**src/rtl/adc_sched_pkg.sv**
```systemverilog
`default_nettype none
// ============================================================================
// Module      : adc_sched_pkg
// Description : Shared types and result-word field layout for the ADC scan
//               scheduler (FSM state encoding, MCP300x word offsets).
// Revision    : 1.0 - initial release
// ============================================================================
package adc_sched_pkg;

  typedef enum logic [2:0] {
    ST_SYNC = 3'd0,
    ST_IDLE = 3'd1,
    ST_TRIG = 3'd2,
    ST_CONV = 3'd3,
    ST_OUT  = 3'd4,
    ST_ACK  = 3'd5
  } sched_state_e;

  // MCP300x result word: [15] single-ended flag, [14:12] channel,
  // [11:10] must be zero, [9:0] conversion value.
  localparam int WORD_W  = 16;
  localparam int SGL_BIT = 15;
  localparam int CH_MSB  = 14;
  localparam int CH_LSB  = 12;
  localparam int PAD_MSB = 11;
  localparam int PAD_LSB = 10;
  localparam int CH_W    = CH_MSB - CH_LSB + 1;
  localparam int DATA_W  = 10;

  // Channel the scan should produce after 'ch', wrapping at 'n'.
  function automatic logic [CH_W-1:0] next_channel(input logic [CH_W-1:0] ch,
                                                   input int unsigned    n);
    return CH_W'((32'(ch) + 32'd1) % n);
  endfunction

endpackage
`default_nettype wire

```
**src/rtl/adc_scan_scheduler_if.sv**
```systemverilog
`default_nettype none
// ============================================================================
// Module      : adc_scan_scheduler_if
// Description : ADC-interface handshake plus downstream result stream.
//               master = scheduler side, slave = ADC interface / consumer side.
// Revision    : 1.0 - initial release
// ============================================================================
interface adc_scan_scheduler_if;
  import adc_sched_pkg::*;

  logic                adc_sample;
  logic                adc_busy;
  logic [WORD_W-1:0]   adc_dout_reg;
  logic                adc_dout_avail;
  logic                adc_dout_accept;

  logic                res_valid;
  logic                res_ready;
  logic [CH_W-1:0]     res_channel;
  logic [DATA_W-1:0]   res_data;

  modport master (
    output adc_sample, adc_dout_accept, res_valid, res_channel, res_data,
    input  adc_busy, adc_dout_reg, adc_dout_avail, res_ready
  );

  modport slave (
    input  adc_sample, adc_dout_accept, res_valid, res_channel, res_data,
    output adc_busy, adc_dout_reg, adc_dout_avail, res_ready
  );
endinterface
`default_nettype wire

```
**src/rtl/adc_tick_gen.sv**
```systemverilog
`default_nettype none
// ============================================================================
// Module      : adc_tick_gen
// Description : Sample-period counter with a one-deep pending flag and a
//               saturating count of ticks that arrived while one was pending.
// Revision    : 1.0 - initial release
// ============================================================================
module adc_tick_gen #(
  parameter int PERIOD_W = 16,
  parameter int OVR_W    = 8
) (
  input  wire logic                clk,
  input  wire logic                rst,
  input  wire logic                enable_i,
  input  wire logic [PERIOD_W-1:0] period_i,
  input  wire logic                clear_i,
  output logic                     tick_pending_o,
  output logic                     en_rise_o,
  output logic [OVR_W-1:0]         overrun_count_o
);

  logic [PERIOD_W-1:0] cnt_q, cnt_d;
  logic                pending_q, pending_d;
  logic [OVR_W-1:0]    ovr_q, ovr_d;
  logic                enable_q;
  logic [PERIOD_W-1:0] last_cnt;
  logic                tick;
  logic                en_rise;

  // A period of zero behaves as one; '>=' also recovers if period shrinks mid-count.
  assign last_cnt = (period_i == '0) ? '0 : period_i - PERIOD_W'(1);
  assign tick     = enable_i && (cnt_q >= last_cnt);
  assign en_rise  = enable_i && !enable_q;

  // Next-state for counter, pending flag and overrun counter.
  always_comb begin
    cnt_d     = cnt_q;
    pending_d = pending_q;
    ovr_d     = ovr_q;
    if (!enable_i) begin
      cnt_d     = '0;
      pending_d = 1'b0;
    end else begin
      cnt_d     = tick ? '0 : cnt_q + PERIOD_W'(1);
      pending_d = tick | (pending_q & ~clear_i);
      // A tick landing on a still-pending request is dropped and counted.
      if (tick && pending_q && !clear_i && (ovr_q != '1)) begin
        ovr_d = ovr_q + OVR_W'(1);
      end
    end
    if (en_rise) begin
      ovr_d = '0;
    end
  end

  // State registers.
  always_ff @(posedge clk or posedge rst) begin
    if (rst) begin
      cnt_q     <= '0;
      pending_q <= 1'b0;
      ovr_q     <= '0;
      enable_q  <= 1'b0;
    end else begin
      cnt_q     <= cnt_d;
      pending_q <= pending_d;
      ovr_q     <= ovr_d;
      enable_q  <= enable_i;
    end
  end

  assign tick_pending_o  = pending_q;
  assign en_rise_o       = en_rise;
  assign overrun_count_o = ovr_q;

endmodule
`default_nettype wire

```
**src/rtl/adc_scan_scheduler.sv**
```systemverilog
`default_nettype none
// ============================================================================
// Module      : adc_scan_scheduler
// Description : Triggers MCP300x conversions at a programmable rate, forwards
//               each result word downstream, checks channel order and keeps
//               the latest value per channel.
// Revision    : 1.0 - initial release
// ============================================================================
module adc_scan_scheduler
  import adc_sched_pkg::*;
#(
  parameter int NUM_CHANNELS = 3,
  parameter int PERIOD_W     = 16,
  parameter int OVR_W        = 8
) (
  input  wire logic                       clk,
  input  wire logic                       rst,
  input  wire logic                       enable_i,
  input  wire logic [PERIOD_W-1:0]        period_i,
  adc_scan_scheduler_if.master            bus,
  output logic [NUM_CHANNELS*DATA_W-1:0]  latest_data_o,
  output logic                            seq_error_o,
  output logic [OVR_W-1:0]                overrun_count_o
);

  sched_state_e      state_q;
  logic              adc_sample_q;
  logic              accept_q;
  logic              res_valid_q;
  logic [CH_W-1:0]   res_ch_q;
  logic [DATA_W-1:0] res_data_q;
  logic              exp_valid_q;
  logic [CH_W-1:0]   exp_ch_q;
  logic              seq_err_q;

  logic              tick_pending;
  logic              en_rise;
  logic              clear_pending;
  logic              capture;
  logic [CH_W-1:0]   word_ch;
  logic [DATA_W-1:0] word_data;
  logic              frame_err;

  assign word_ch       = bus.adc_dout_reg[CH_MSB:CH_LSB];
  assign word_data     = bus.adc_dout_reg[DATA_W-1:0];
  assign frame_err     = !bus.adc_dout_reg[SGL_BIT] ||
                         (bus.adc_dout_reg[PAD_MSB:PAD_LSB] != 2'b00);
  assign capture       = (state_q == ST_CONV) && bus.adc_dout_avail;
  // The request is consumed the moment the ADC acknowledges the trigger.
  assign clear_pending = (state_q == ST_TRIG) && bus.adc_busy;

  adc_tick_gen #(
    .PERIOD_W (PERIOD_W),
    .OVR_W    (OVR_W)
  ) u_tick (
    .clk             (clk),
    .rst             (rst),
    .enable_i        (enable_i),
    .period_i        (period_i),
    .clear_i         (clear_pending),
    .tick_pending_o  (tick_pending),
    .en_rise_o       (en_rise),
    .overrun_count_o (overrun_count_o)
  );

  // Conversion sequencer with registered handshake outputs and order check.
  always_ff @(posedge clk or posedge rst) begin
    if (rst) begin
      state_q      <= ST_SYNC;
      adc_sample_q <= 1'b0;
      accept_q     <= 1'b0;
      res_valid_q  <= 1'b0;
      res_ch_q     <= '0;
      res_data_q   <= '0;
      exp_valid_q  <= 1'b0;
      exp_ch_q     <= '0;
      seq_err_q    <= 1'b0;
    end else begin
      case (state_q)
        // Drain any word the interface was holding when reset hit.
        ST_SYNC: begin
          accept_q <= bus.adc_dout_avail;
          if (!bus.adc_busy) begin
            accept_q <= 1'b0;
            state_q  <= ST_IDLE;
          end
        end
        ST_IDLE: begin
          if (enable_i && tick_pending) begin
            adc_sample_q <= 1'b1;
            state_q      <= ST_TRIG;
          end
        end
        ST_TRIG: begin
          if (bus.adc_busy) begin
            adc_sample_q <= 1'b0;
            state_q      <= ST_CONV;
          end
        end
        ST_CONV: begin
          if (bus.adc_dout_avail) begin
            res_ch_q    <= word_ch;
            res_data_q  <= word_data;
            res_valid_q <= 1'b1;
            if (frame_err || (exp_valid_q && (word_ch != exp_ch_q))) begin
              seq_err_q <= 1'b1;
            end
            exp_ch_q    <= next_channel(word_ch, NUM_CHANNELS);
            exp_valid_q <= 1'b1;
            state_q     <= ST_OUT;
          end
        end
        // Accept is withheld until downstream takes the result, stalling the ADC.
        ST_OUT: begin
          if (res_valid_q && bus.res_ready) begin
            res_valid_q <= 1'b0;
            accept_q    <= 1'b1;
            state_q     <= ST_ACK;
          end
        end
        ST_ACK: begin
          if (!bus.adc_dout_avail) begin
            accept_q <= 1'b0;
            state_q  <= ST_IDLE;
          end
        end
        default: state_q <= ST_SYNC;
      endcase
      // A fresh enable means the next result re-establishes the reference.
      if (en_rise) begin
        exp_valid_q <= 1'b0;
      end
    end
  end

  for (genvar gi = 0; gi < NUM_CHANNELS; gi++) begin : g_bank
    logic [DATA_W-1:0] val_q;

    // Latest value for this channel, refreshed on every capture of it.
    always_ff @(posedge clk or posedge rst) begin
      if (rst) begin
        val_q <= '0;
      end else if (capture && (word_ch == CH_W'(gi))) begin
        val_q <= word_data;
      end
    end

    assign latest_data_o[gi*DATA_W +: DATA_W] = val_q;
  end

  assign bus.adc_sample      = adc_sample_q;
  assign bus.adc_dout_accept = accept_q;
  assign bus.res_valid       = res_valid_q;
  assign bus.res_channel     = res_ch_q;
  assign bus.res_data        = res_data_q;
  assign seq_error_o         = seq_err_q;

endmodule
`default_nettype wire
```
**src/flat_wrapper.sv**
```systemverilog
// flat-port wrapper written by rule: the top's interface ports become plain ports
module adc_scan_scheduler_flat import adc_sched_pkg::*;
#(
  parameter int NUM_CHANNELS = 3,
  parameter int PERIOD_W     = 16,
  parameter int OVR_W        = 8
)
  (clk, rst, enable_i, period_i, latest_data_o, seq_error_o, overrun_count_o, bus_adc_sample, bus_adc_dout_accept, bus_res_valid, bus_res_channel, bus_res_data, bus_adc_busy, bus_adc_dout_reg, bus_adc_dout_avail, bus_res_ready);
  adc_scan_scheduler_if bus_i ();
  input  wire logic clk;
  input  wire logic rst;
  input  wire logic enable_i;
  input  wire logic [PERIOD_W-1:0] period_i;
  output logic [NUM_CHANNELS*DATA_W-1:0] latest_data_o;
  output logic seq_error_o;
  output logic [OVR_W-1:0] overrun_count_o;
  output wire logic [$bits(bus_i.adc_sample)-1:0] bus_adc_sample;
  output wire logic [$bits(bus_i.adc_dout_accept)-1:0] bus_adc_dout_accept;
  output wire logic [$bits(bus_i.res_valid)-1:0] bus_res_valid;
  output wire logic [$bits(bus_i.res_channel)-1:0] bus_res_channel;
  output wire logic [$bits(bus_i.res_data)-1:0] bus_res_data;
  input wire logic [$bits(bus_i.adc_busy)-1:0] bus_adc_busy;
  input wire logic [$bits(bus_i.adc_dout_reg)-1:0] bus_adc_dout_reg;
  input wire logic [$bits(bus_i.adc_dout_avail)-1:0] bus_adc_dout_avail;
  input wire logic [$bits(bus_i.res_ready)-1:0] bus_res_ready;
  assign bus_adc_sample = bus_i.adc_sample;
  assign bus_adc_dout_accept = bus_i.adc_dout_accept;
  assign bus_res_valid = bus_i.res_valid;
  assign bus_res_channel = bus_i.res_channel;
  assign bus_res_data = bus_i.res_data;
  assign bus_i.adc_busy = bus_adc_busy;
  assign bus_i.adc_dout_reg = bus_adc_dout_reg;
  assign bus_i.adc_dout_avail = bus_adc_dout_avail;
  assign bus_i.res_ready = bus_res_ready;
  adc_scan_scheduler #(.NUM_CHANNELS(NUM_CHANNELS), .PERIOD_W(PERIOD_W), .OVR_W(OVR_W)) u_core (.clk(clk), .rst(rst), .enable_i(enable_i), .period_i(period_i), .bus(bus_i), .latest_data_o(latest_data_o), .seq_error_o(seq_error_o), .overrun_count_o(overrun_count_o));
endmodule
```
**config.mk**
```make
export PLATFORM = sky130hd
export DESIGN_NAME = adc_scan_scheduler_flat
export DESIGN_NICKNAME = d
export VERILOG_FILES = /design/src/rtl/adc_sched_pkg.sv /design/src/rtl/adc_scan_scheduler_if.sv /design/src/rtl/adc_tick_gen.sv /design/src/rtl/adc_scan_scheduler.sv /design/src/flat_wrapper.sv
export SDC_FILE = /design/constraint.sdc
export NUM_CORES = 1
export LEC_CHECK = 0
export BUFFER_PORTS_ARGS = -buffer_cell sky130_fd_sc_hd__buf_2
export CAP_MARGIN = 20
export CORE_MARGIN = 8
export CORE_UTILIZATION = 30
export DETAILED_ROUTE_END_ITERATION = 10
export PLACE_DENSITY = 0.5
export SETUP_SLACK_MARGIN = 0.1
export SYNTH_ARGS = -nofsm -noshare
export SYNTH_HDL_FRONTEND = slang
export SYNTH_SLANG_ARGS = --single-unit
```
**constraint.sdc**
```tcl
create_clock -name clk -period 5.7 [get_ports clk]
set_clock_uncertainty 0.15 [all_clocks]
set_input_delay 0.285 -clock clk [delete_from_list [all_inputs] [get_ports clk]]
set_output_delay 0.285 -clock clk [all_outputs]
set_load 0.005 [all_outputs]
```
==> summary.md, run 1 <==
| Metric | Value |
|---|---|
| Pins Over Slew Limit | 0 |
| Distinct cell type count of the synthesized netlist | 43 |
| Number of maximum-capacitance constraint violations | 0 |
| Post-Synthesis Cell Area | ~4300 um^2 |
| Hold buffer count at cts | 0 |
| Type of destination of the critical path | flop |
| Power density normalized to cell area | about 240 nW/um^2 |
| Diodes inserted | 0 |
| Global-route congestion overflow total | 0 |
| Die Span Y | between 100 and 150 um |
| Routed length on met3 | 687 um |
| Core Box Area | 14300 um^2 |
| Post-cts gate resize count | 0 |
| Final-layout setup total negative slack | 0 ps |
| Ratio of final minimum period to clock period | 0.646 |
| Clock root buffer master | clkbuf_16 |
| Top library cells by usage in the layout, fill and taps aside | buf_2 (92), dfrtp_1 (80), nand2_1 (50), nor2_1 (42), mux2_1 (30) |
| TritonCTS Sinks | 80 |
| Buffer levels on the longest clock path | 2 |
| Final critical delay including setup and external delays | about 3700 ps |
| Pwr Total | 1.27 mW |
| Routed via count | 3275 |
| Worst min path class | in -> reg |
| Share of layout cells above drive strength 1 | 0.243 |
| Number of endpoints with negative hold slack in the final report | 0 |
| Post-place setup slack | approximately 1600 ps |
| Detailed-routing iteration count for the pre-antenna-repair pass | 4 |
| Post-DR vias/cell | about 4.6 |
| Setup repair after global routing missed its margin | false |
| Data arrival time of the critical path | around 3800 ps |
| Flop and latch count out of synthesis | 80 |
| Number of antenna violations at the first check in global routing | 0 |
| Worst rel slew slack | 0.547 |
| H-tree Lvls | 3 |
| End of the worst register-to-register path | u_core.u_tick.overrun_count_o[2] |
| Width of the chip | 136 um |
| Largest net degree at the start of global routing | ~80 |
| Pin slew with the least headroom to its limit | a little under 700 ps |
| Global-route wire length before repair | between 15000 and 20000 um |
| Required time of the critical path | 5780 ps |
| Worst path setup slack after routing | between 2000 and 2500 ps |
| Syn-to-layout area delta | 22.1% |
| Largest stage delay, worst path | slightly above 600 ps |
| Average instance area after synthesis | roughly 10 um^2 |
| Routed length per instance | around 14 um |
| Clock Latency Late Sink | 330 ps |
| R2R depth | 7 |
| Kind of start point of the critical path | input port |
| Antenna-violating nets left | 0 |
| Starting Density | 0.303 |
| Most frequent standard cell in the layout excluding fill and tap cells | buf_2 |
| Number of buffers created by CTS | 9 |
| Highest achievable clock rate | ~270 MHz |
| Routed met2 length | 4350 um |
| Via count of the first global-routing pass | between 3000 and 4000 |
| Main synth FF type | dfrtp_1 |
| Die area | between 15000 and 20000 um^2 |
| Net Count, Synth | just under 500 |
| Routability congestion estimate from global placement | around 0.78 |
| Number of rows in the core area | 44 |
| Most frequent cell on the critical path | nand2_1 |
| Final setup fails | 0 |
| Static Leakage | 2.79 nW |
| Yosys synthesis warning count | 0 |
| Hpwl dp | approximately 7500 um |
| Max rail drop VDD | around 0.12 mV |
| Worst Hold Depth | 1 |
| Cell-by-cell trace of the critical path | buf_2 -> nor4_1 -> nand2_1 -> nor2_1 -> nand2_1 -> xnor2_1 -> nand2_1 -> ha_1 -> nand4_1 -> nor3_2 -> or4b_4 -> a31oi_4 -> a21oi_1 -> a31o_1 |
| Number of top-level pins | 93 |
| Detailed-routing wirelength on met1 | about 4800 um |
| Number of enable-type register cells in the synthesized netlist | 0 |
| Nets | 584 |
| DRC violation total after the first TritonRoute iteration | between 90 and 100 |
| R2R Setup Slk | between 3000 and 4000 ps |
| Worst hold start | enable_i |
| Worst-path cell with the longest stage delay | nor4_1 |
| CTS tree | done |
| Clock-pin transition on the worst setup and hold timing paths | about 60 ps |
| Global router's overall resource usage | 0.110 |
| DR DRC count | 0 |
| Sum of routed wire length over all layers | roughly 10000 um |
| Top Layer Used | met4 |
| Kind of critical path | in -> reg |
| End point of the most critical hold path | u_core.u_tick.enable_q |
| Proportion of register bits with asynchronous set or reset after synthesis | 1.00 |
| Setup Buffers After CTS | 0 |
| Run status | completed |
| Reg-to-reg critical path startpoint | u_core.u_tick.cnt_q[13] |
| Total of buffers placed on input and output ports | 92 |
| Proportion of synthesized chip area in sequential cells | 0.461 |
| Count of mapped cells out of synthesis | ~430 |
| Critical-path maximum fanout | 15 |
==> flip-flops by register name, summed over array words and instances (netlist names) <==
signal and cells:
u_core.state_q 3, u_core.exp_valid_q 1, u_core.bus.res_valid 1, u_core.u_tick.cnt_q 16, u_core.u_tick.tick_pending_o 1, u_core.g_bank.val_q 30, u_core.seq_error_o 1, u_core.bus.res_channel 3
u_core.exp_ch_q 3, u_core.u_tick.overrun_count_o 8, u_core.bus.res_data 10, u_core.u_tick.enable_q 1, u_core.bus.adc_sample 1, u_core.bus.adc_dout_accept 1
==> cells in the mapped netlist (all sizes together) (3+ instances only) <==
master | instances | area share
a21oi | 23 | 0.027
a31o | 5 | 0.010
a31oi | 4 | 0.0092
and2 | 8 | 0.012
and3 | 9 | 0.013
buf | 5 | 0.0072
clkbuf | 9 | 0.0078
dfrtp | 80 | 0.46
ha | 28 | 0.081
inv | 16 | 0.014
mux2 | 42 | 0.11
nand2 | 50 | 0.043
nand2b | 6 | 0.0086
nand3 | 9 | 0.010
nand4 | 8 | 0.012
nor2 | 42 | 0.036
nor3 | 8 | 0.010
nor4 | 3 | 0.0043
o21ai | 14 | 0.016
xnor2 | 15 | 0.030
xor2 | 21 | 0.042
==> final cells by class <==
type | instances | area [um^2]
Clock buffer | 10 | 239
Inverter | 16 | 61.3
Clock inverter | 5 | 41.3
Timing Repair Buffer | 96 | 513
Sequential cell | 80 | 2000
Multi-Input combinational cell | 315 | 2210
Fill cell | 1425 | 9010
Tap cell | 184 | 230
==> per-stage QoR <==
stage | hold WS, ps | area [um^2] | util | std cells
2_1_floorplan | 166 | 4340 | - | 425
5_1_grt | 12.5 | 5300 | 0.370 | 706
3_3_place_gp | 297 | 4980 | 0.348 | 689
4_1_cts | 8.43 | 5260 | 0.368 | 704
6_report | 19.6 | 5300 | 0.370 | 706
3_5_place_dp | 307 | 4980 | 0.348 | 689
==> worst max-delay path by stage <==
| stage | to | from | slack, ps |
|---|---|---|---|
| floorplan | u_core.u_tick.overrun_count_o[3] | period_i[13] | 2390 |
| finish | u_core.u_tick.overrun_count_o[2] | period_i[5] | 2020 |
| global placement | u_core.u_tick.overrun_count_o[4] | period_i[5] | 1740 |
| detailed placement | u_core.u_tick.cnt_q[6] | period_i[5] | 1580 |
| CTS | u_core.u_tick.cnt_q[9] | period_i[5] | 1940 |
| global route | u_core.u_tick.overrun_count_o[5] | period_i[5] | 1660 |
==> metal layers <==
layer  vias to the layer above  GRT usage
met2                        84      0.170
li1                       1641          -
met4                         0     0.0445
met5                         -          0
met1                      1538      0.143
met3                        12     0.0299
==> critical path, delay by kind of cell <==
family / cells / cell delay (ps)
buffers and inverters: 1 / 120
adders and majority gates: 1 / 330
AOI/OAI and AO/OA: 3 / 770
and+or+nand+nor: 8 / 2100
xor gates and xnor gates: 1 / 140
==> power by group <==
group / switching [mW] / internal, mW
registers: 0.0170 / 0.586
clock network: 0.227 / 0.307
logic: 0.0744 / 0.0599
total: 0.318 / 0.953
==> cells by family (layout without fill, tap and decap cells) <==
group                      Yosys count  count (layout)  share of synthesized area
and+or+nand+nor                    152             152                      0.166
DFF                                 80              80                      0.461
AOI/OAI and AO/OA                   56              56                     0.0798
muxes                               43              43                      0.111
xor gates and xnor gates            36              36                     0.0726
buffers and inverters               30             127                     0.0288
adders and majority gates           28              28                     0.0807
(Power assumes the default switching activity.)
==> run 2, diff against run 1 <==
- PLACE_DENSITY: 0.5 -> 0.52
- clock period: 5.7 -> 3.35 ns (I/O delays scaled with it)
==> run 2 against run 1 <==
Compared with the run above: highest routed layer unchanged; cell area rose by 4.8%; largest power group is now the clock network; clock-buffer cell count rose by 1; worst hold slack improved by 25 ps; critical endpoint is now u_core.u_tick.cnt_q[8]; critical path depth did not move; via count rose by 3.5%; first-iteration DRC count rose by 44%.
==> summary.md, run 2 (synthesis gave the netlist of run 1 again) <==
| Metric | Value |
|---|---|
| Run status | completed |
| Reg-to-reg critical path startpoint | u_core.u_tick.cnt_q[13] |
| Worst rel slew slack | 0.471 (-0.0761) |
| Total of buffers placed on input and output ports | 92 (unchanged) |
| Static Leakage | 2.91 nW (+4.4%) |
| Share of layout cells above drive strength 1 | 0.255 (+0.0113) |
| Worst-path cell with the longest stage delay | a2111oi_0 |
| Number of endpoints with negative hold slack in the final report | 0 (unchanged) |
| Largest net degree at the start of global routing | 46 (-43%) |
| Global-route congestion overflow total | 0 (unchanged) |
| Clock Latency Late Sink | 330 ps (about the same) |
| Core Box Area | 14300 um^2 (unchanged) |
| H-tree Lvls | 3 (unchanged) |
| Worst min path class | in -> reg |
| Routed length per instance | 13.8 um (-2.1%) |
| R2R Setup Slk | 840 ps (-2190 ps) |
| Die area | 18600 um^2 (unchanged) |
| Die Span Y | 136 um (unchanged) |
| Top cell family by delay on the critical path | simple AND/OR/NAND/NOR gates |
| Max rail drop VDD | 0.261 mV (+120%) |
| Ratio of final minimum period to clock period | 0.915 |
| Pwr Total | 2.31 mW (+82%) |
| End point of the most critical hold path | u_core.bus.adc_sample |
| DR DRC count | 0 (unchanged) |
| Top library cells by usage in the layout, fill and taps aside | buf_2 (92), dfrtp_1 (80), nand2_1 (50), nor2_1 (42), mux2_1 (30) |
| Number of buffers created by CTS | 9 (unchanged) |
| Sum of routed wire length over all layers | 10100 um (+1.3%) |
| Largest register FFs | 30 (unchanged) |
| Hpwl dp | 7820 um (+4.3%) |
| Width of the chip | 136 um (unchanged) |
| Cell-by-cell trace of the critical path | buf_2 -> or3_1 -> nor2_1 -> nand4b_1 -> or2_1 -> and2_1 -> ha_1 -> nand2b_1 -> a2111oi_0 -> or4b_4 -> and3_1 -> nand2_1 -> buf_12 -> nor2_1 |
| Pin slew with the least headroom to its limit | 793 ps (+120 ps) |
| Starting Density | 0.303 (unchanged) |
| Type of destination of the critical path | flop |
| Worst path buffer plus inverter count | 2 (+1) |
| Routed via count | 3390 (+3.5%) |
| Most frequent standard cell in the layout excluding fill and tap cells | buf_2 |
| Setup repair after global routing missed its margin | false |
| Number of maximum-capacitance constraint violations | 0 (unchanged) |
| Critical-path maximum fanout | 15 (unchanged) |
| Global router's overall resource usage | 0.113 (+0.00257) |
| Worst Hold Depth | 4 (+3) |
| CTS tree | done |
| End of the worst register-to-register path | u_core.u_tick.overrun_count_o[2] |
| Clock root buffer master | clkbuf_16 |
| Nets | 607 (+3.9%) |
| Syn-to-layout area delta | 28.0% |
| Biggest register | u_core.g_bank.val_q |
| DRC violation total after the first TritonRoute iteration | 131 (+44%) |
| Most frequent cell on the critical path | nor2_1 |
| Antenna-violating nets left | 0 (unchanged) |
| Kind of start point of the critical path | input port |
| Global-route wire length before repair | 16900 um (+2.9%) |
| Largest stage delay, worst path | 530 ps (-80 ps) |
| Filler cell count | 1419 (-0.42%) |
| Highest achievable clock rate | 326 MHz |
| Final critical delay including setup and external delays | 3060 ps |
| Power density normalized to cell area | 415 nW/um^2 (+73%) |
| Buffer levels on the longest clock path | 2 (unchanged) |
| Number of antenna violations at the first check in global routing | 0 (unchanged) |
| Required time of the critical path | 3460 ps (-2320 ps) |
| Final-layout setup total negative slack | 0 ps (unchanged) |
| Kind of critical path | in -> reg |
| Routability congestion estimate from global placement | 0.773 (-0.39%) |
| Data arrival time of the critical path | 3180 ps (-580 ps) |
| Detailed-routing iteration count for the pre-antenna-repair pass | 5 (+1) |
| Number of rows in the core area | 44 (unchanged) |
| Final setup fails | 0 (unchanged) |
| Worst hold start | bus_adc_busy |
| TritonCTS Sinks | 80 (unchanged) |
| Via count of the first global-routing pass | 3475 (+5.0%) |
| Clock-pin transition on the worst setup and hold timing paths | 60 ps (about the same) |
| Pins Over Slew Limit | 0 (unchanged) |
| R2R depth | 8 (+1) |
| Diodes inserted | 0 (unchanged) |
| Post-DR vias/cell | 4.64 (+0.11%) |
| Number of top-level pins | 93 (unchanged) |
## run 2: cell count changes in the layout (fill, tap and decap cells not counted), sizes merged
cell | previous run | this run
inv | 16 | 15
clkinv | 3 | 2
dlygate4sd3 | 1 | 13
clkbuf | 10 | 11
buf | 95 | 106
bufinv | 0 | 2
## run 2: worst max-delay path by stage
stage	from	end	depth (start not counted)
after global routing	period_i[13]	u_core.u_tick.cnt_q[8]	14
after CTS	period_i[9]	u_core.u_tick.overrun_count_o[2]	14
final	period_i[13]	u_core.u_tick.cnt_q[8]	14
after floorplan	period_i[13]	u_core.u_tick.overrun_count_o[3]	15
after detailed placement	period_i[9]	u_core.u_tick.overrun_count_o[2]	14
after global placement	period_i[9]	u_core.u_tick.overrun_count_o[4]	15
## run 2: worst register-to-register path, delay by kind of cell (launching register included)
family	cells	cell delay (ps)
AO/OA/AOI/OAI	3	450
adder cells (fa/ha/maj)	1	330
buffers and inverters	1	160
flip-flops	1	430
AND/OR/NAND/NOR	3	880
## run 2: area by class of cell
cell class	instances	area, um^2	area share
multi-input cells	315	2220	0.400
flip-flops and latches	80	2000	0.360
repair buffers	119	721	0.130
clock buffers	11	243	0.0437
well taps	184	230	0.0414
clock inverters	5	80.1	0.0144
inverters	16	61.3	0.0110
## run 2: repair_timing
item | in CTS | in global routing
hold endpoints to repair | 86 | 0
hold buffers | 13 | 0
buffers inserted | 0 | 0
resized for setup | 0 | 1
setup endpoints to repair | 0 | 7
## run 2: stage by stage
step                      hold WS (ps)  utilization  area (um^2)  setup slack [ps]  instances
after floorplan                   48.9            -         4340               153        425
after global placement             194        0.356         5100             -5.60        701
after detailed placement           193        0.356         5100              -138        701
after CTS                         25.6        0.388         5550               216        730
after global routing              55.3        0.388         5560               116        730
final                             44.6        0.388         5560               285        730
## run 2: power breakdown
part	leakage (nW)	total, mW	switching, mW	internal (mW)
logic	1.67	0.244	0.129	0.115
clock network	0.152	1.04	0.368	0.671
registers	1.09	1.03	0.0292	0.997
## run 2: layer usage
layer / up-vias / global-route usage / wire length [um]
met5: - / 0 / 0
met4: 0 / 0.0403 / 163
met3: 9 / 0.0336 / 669
met2: 82 / 0.180 / 4490
met1: 1603 / 0.141 / 4780
li1: 1696 / - / -
==> run 3, diff against run 2 <==
- REMOVE_ABC_BUFFERS: default -> 1
==> run 3 against run 2 <==
Compared with the run above: worst hold slack got worse by 16 ps; die area unchanged; non-clock buffer count decreased by 3; worst setup slack improved by 40 ps; clock-buffer cell count unchanged; sequential power about the same; utilization about the same; critical path depth unchanged; sequential cell count unchanged; register-to-register slack got worse by 30 ps; fmax increased by 1.3%; via count about the same; critical endpoint is now u_core.u_tick.overrun_count_o[4].
==> summary.md, run 3 (synthesis gave the netlist of run 1 again) <==
| Metric | Value |
|---|---|
| Run status | completed |
| Kind of start point of the critical path | input port |
| Worst path setup slack after routing | 325 ps (+39.5 ps) |
| Number of maximum-capacitance constraint violations | 0 (unchanged) |
| CTS tree | done |
| Final-layout setup total negative slack | 0 ps (unchanged) |
| Global-route wire length before repair | 16900 um (-0.17%) |
| Clock root buffer master | clkbuf_16 |
| Share of layout cells above drive strength 1 | 0.252 (-0.00228) |
| Pins Over Slew Limit | 0 (unchanged) |
| Sum of routed wire length over all layers | 10100 um (-0.45%) |
| Largest register FFs | 30 (unchanged) |
| Number of buffers created by CTS | 9 (unchanged) |
| Biggest register | u_core.g_bank.val_q |
| Crit. path cell count | 14 (unchanged) |
| Routed length on met3 | 675 um (+0.90%) |
| Detailed-routing wirelength on met1 | 4760 um (-0.52%) |
| Largest net degree at the start of global routing | 52 (+13%) |
| Highest achievable clock rate | 331 MHz (+1.3%) |
| Setup repair after global routing missed its margin | false |
| Number of rows in the core area | 44 (unchanged) |
| R2R depth | 8 (unchanged) |
| Filler cell count | 1425 (+0.42%) |
| DP Cell Count | 698 (-0.43%) |
| Final critical delay including setup and external delays | 3030 ps (-39.5 ps) |
| Die area | 18600 um^2 (unchanged) |
| Worst path buffer plus inverter count | 2 (unchanged) |
| Static Leakage | 2.92 nW (+0.14%) |
| Antenna-violating nets left | 0 (unchanged) |
| Worst rel slew slack | 0.405 (-0.0667) |
| Starting Density | 0.303 (unchanged) |
| Top cell family by delay on the critical path | simple AND/OR/NAND/NOR gates |
| DR DRC count | 0 (unchanged) |
| Buffer levels on the longest clock path | 2 (unchanged) |
| Total of buffers placed on input and output ports | 92 (unchanged) |
| Max rail drop VDD | 0.269 mV (+2.9%) |
| Setup Buffers After CTS | 0 (unchanged) |
| Number of top-level pins | 93 (unchanged) |
| Routed length per instance | 13.8 um (about the same) |
| Cell-by-cell trace of the critical path | buf_2 -> nor4_2 -> nand2b_1 -> nor3_1 -> xor2_1 -> nand2_1 -> ha_1 -> nand4_1 -> nor3_2 -> or4b_4 -> a31oi_4 -> buf_12 -> a21oi_1 -> a31o_1 |
| H-tree Lvls | 3 (unchanged) |
| Ratio of final minimum period to clock period | 0.903 (-0.0118) |
| Final setup fails | 0 (unchanged) |
| TritonCTS Sinks | 80 (unchanged) |
| Placed cell area | 5080 um^2 (-0.44%) |
| Global-route congestion overflow total | 0 (unchanged) |
| Worst Hold Depth | 3 (-1) |
| Kind of critical path | in -> reg |
| DRC violation total after the first TritonRoute iteration | 171 (+31%) |
| Clock Latency Late Sink | 320 ps (about the same) |
| Post-place setup slack | -101 ps (+37.6 ps) |
| Largest stage delay, worst path | 510 ps (-20 ps) |
| Nets | 604 (-0.49%) |
| Clock-pin transition on the worst setup and hold timing paths | 60 ps (about the same) |
| Post-DR vias/cell | 4.66 (+0.35%) |
| Layout Cells excl Fill | 727 (-0.41%) |
| Type of destination of the critical path | flop |
| Routed met2 length | 4460 um (-0.65%) |
| Routed via count | 3388 (-0.059%) |
| Top library cells by usage in the layout, fill and taps aside | buf_2 (92), dfrtp_1 (80), nand2_1 (50), nor2_1 (41), mux2_1 (30) |
| Worst min path class | in -> reg |
| Number of antenna violations at the first check in global routing | 0 (unchanged) |
| Routability congestion estimate from global placement | 0.767 (-0.74%) |
| Syn-to-layout area delta | 28.1% (about the same) |
| Worst hold slack after final layout | 28.1 ps (-16.5 ps) |
| Width of the chip | 136 um (unchanged) |
| Hpwl dp | 7730 um (-1.1%) |
| Final design instance area without fill | 5560 um^2 (about the same) |
| Core occupancy in the finished layout | 0.389 (about the same) |
| Global router's overall resource usage | 0.111 (-0.00150) |
| Data arrival time of the critical path | 3090 ps (-90 ps) |
| Power density normalized to cell area | 430 nW/um^2 (+3.5%) |
| Most frequent standard cell in the layout excluding fill and tap cells | buf_2 |
| Via count of the first global-routing pass | 3519 (+1.3%) |
| Diodes inserted | 0 (unchanged) |
| Top Layer Used | met4 |
| Die Span Y | 136 um (unchanged) |
| Detailed-routing iteration count for the pre-antenna-repair pass | 4 (-1) |
| Core Box Area | 14300 um^2 (unchanged) |
| Worst-path cell with the longest stage delay | or4b_4 |
| Pin slew with the least headroom to its limit | 892 ps (+99.1 ps) |
| Critical-path maximum fanout | 15 (unchanged) |
| Number of endpoints with negative hold slack in the final report | 0 (unchanged) |
| Required time of the critical path | 3420 ps (-40 ps) |
| Pwr Total | 2.39 mW (+3.5%) |
==> run 3: cell count changes in the layout (fill, tap and decap cells not counted), sizes merged <==
cell / delta
bufinv: +1
clkinvlp: -2
buf: -3
clkinv: +1
==> run 3: worst reg2reg max path, stage by stage, from the launching register on <==
cell	delay, ps
dfrtp_1	430
ha_1	320
nand4_1	140
nor3_2	270
or4b_4	510
a31oi_4	200
buf_12	160
a21oi_1	70
a31o_1	190
==> run 3: layer usage <==
| metal | up-vias | track usage |
|---|---|---|
| met4 | 0 | 0.0403 |
| met1 | 1593 | 0.140 |
| met2 | 89 | 0.182 |
| met3 | 12 | 0.0273 |
| met5 | - | 0 |
| li1 | 1694 | - |
==> run 3: power by group <==
group	switching, mW	internal [mW]
sequential	0.0294	0.997
clock	0.375	0.749
combinational	0.129	0.113
total	0.533	1.86
==> run 3: repair_timing <==
action	CTS	global route
hold buffers	13	0
setup endpoints to repair	0	23
gates resized for setup	0	2
hold endpoints to repair	91	0
==> run 3: path summary, 6_finish.rpt <==
check / slack [ps] / endpoint / startpoint
min in group asynchronous: 400 / u_core.u_tick.cnt_q[4] / rst
max in group asynchronous: 1850 / u_core.g_bank[1].val_q[3] / rst
worst min-delay path: 30 / u_core.seq_error_o / bus_adc_dout_reg[15]
worst min register to register: 320 / u_core.seq_error_o / u_core.seq_error_o
worst max-delay path: 320 / u_core.u_tick.overrun_count_o[4] / period_i[9]
worst max register to register: 810 / u_core.u_tick.overrun_count_o[4] / u_core.u_tick.cnt_q[13]
==> run 3: layout make-up <==
type	count	area [um^2]	area share
clock inverters	5	104	0.0187
flip-flops and latches	80	2000	0.360
multi-input cells	315	2220	0.400
clock buffers	11	243	0.0436
repair buffers	116	698	0.126
inverters	16	61.3	0.0110
well taps	184	230	0.0414
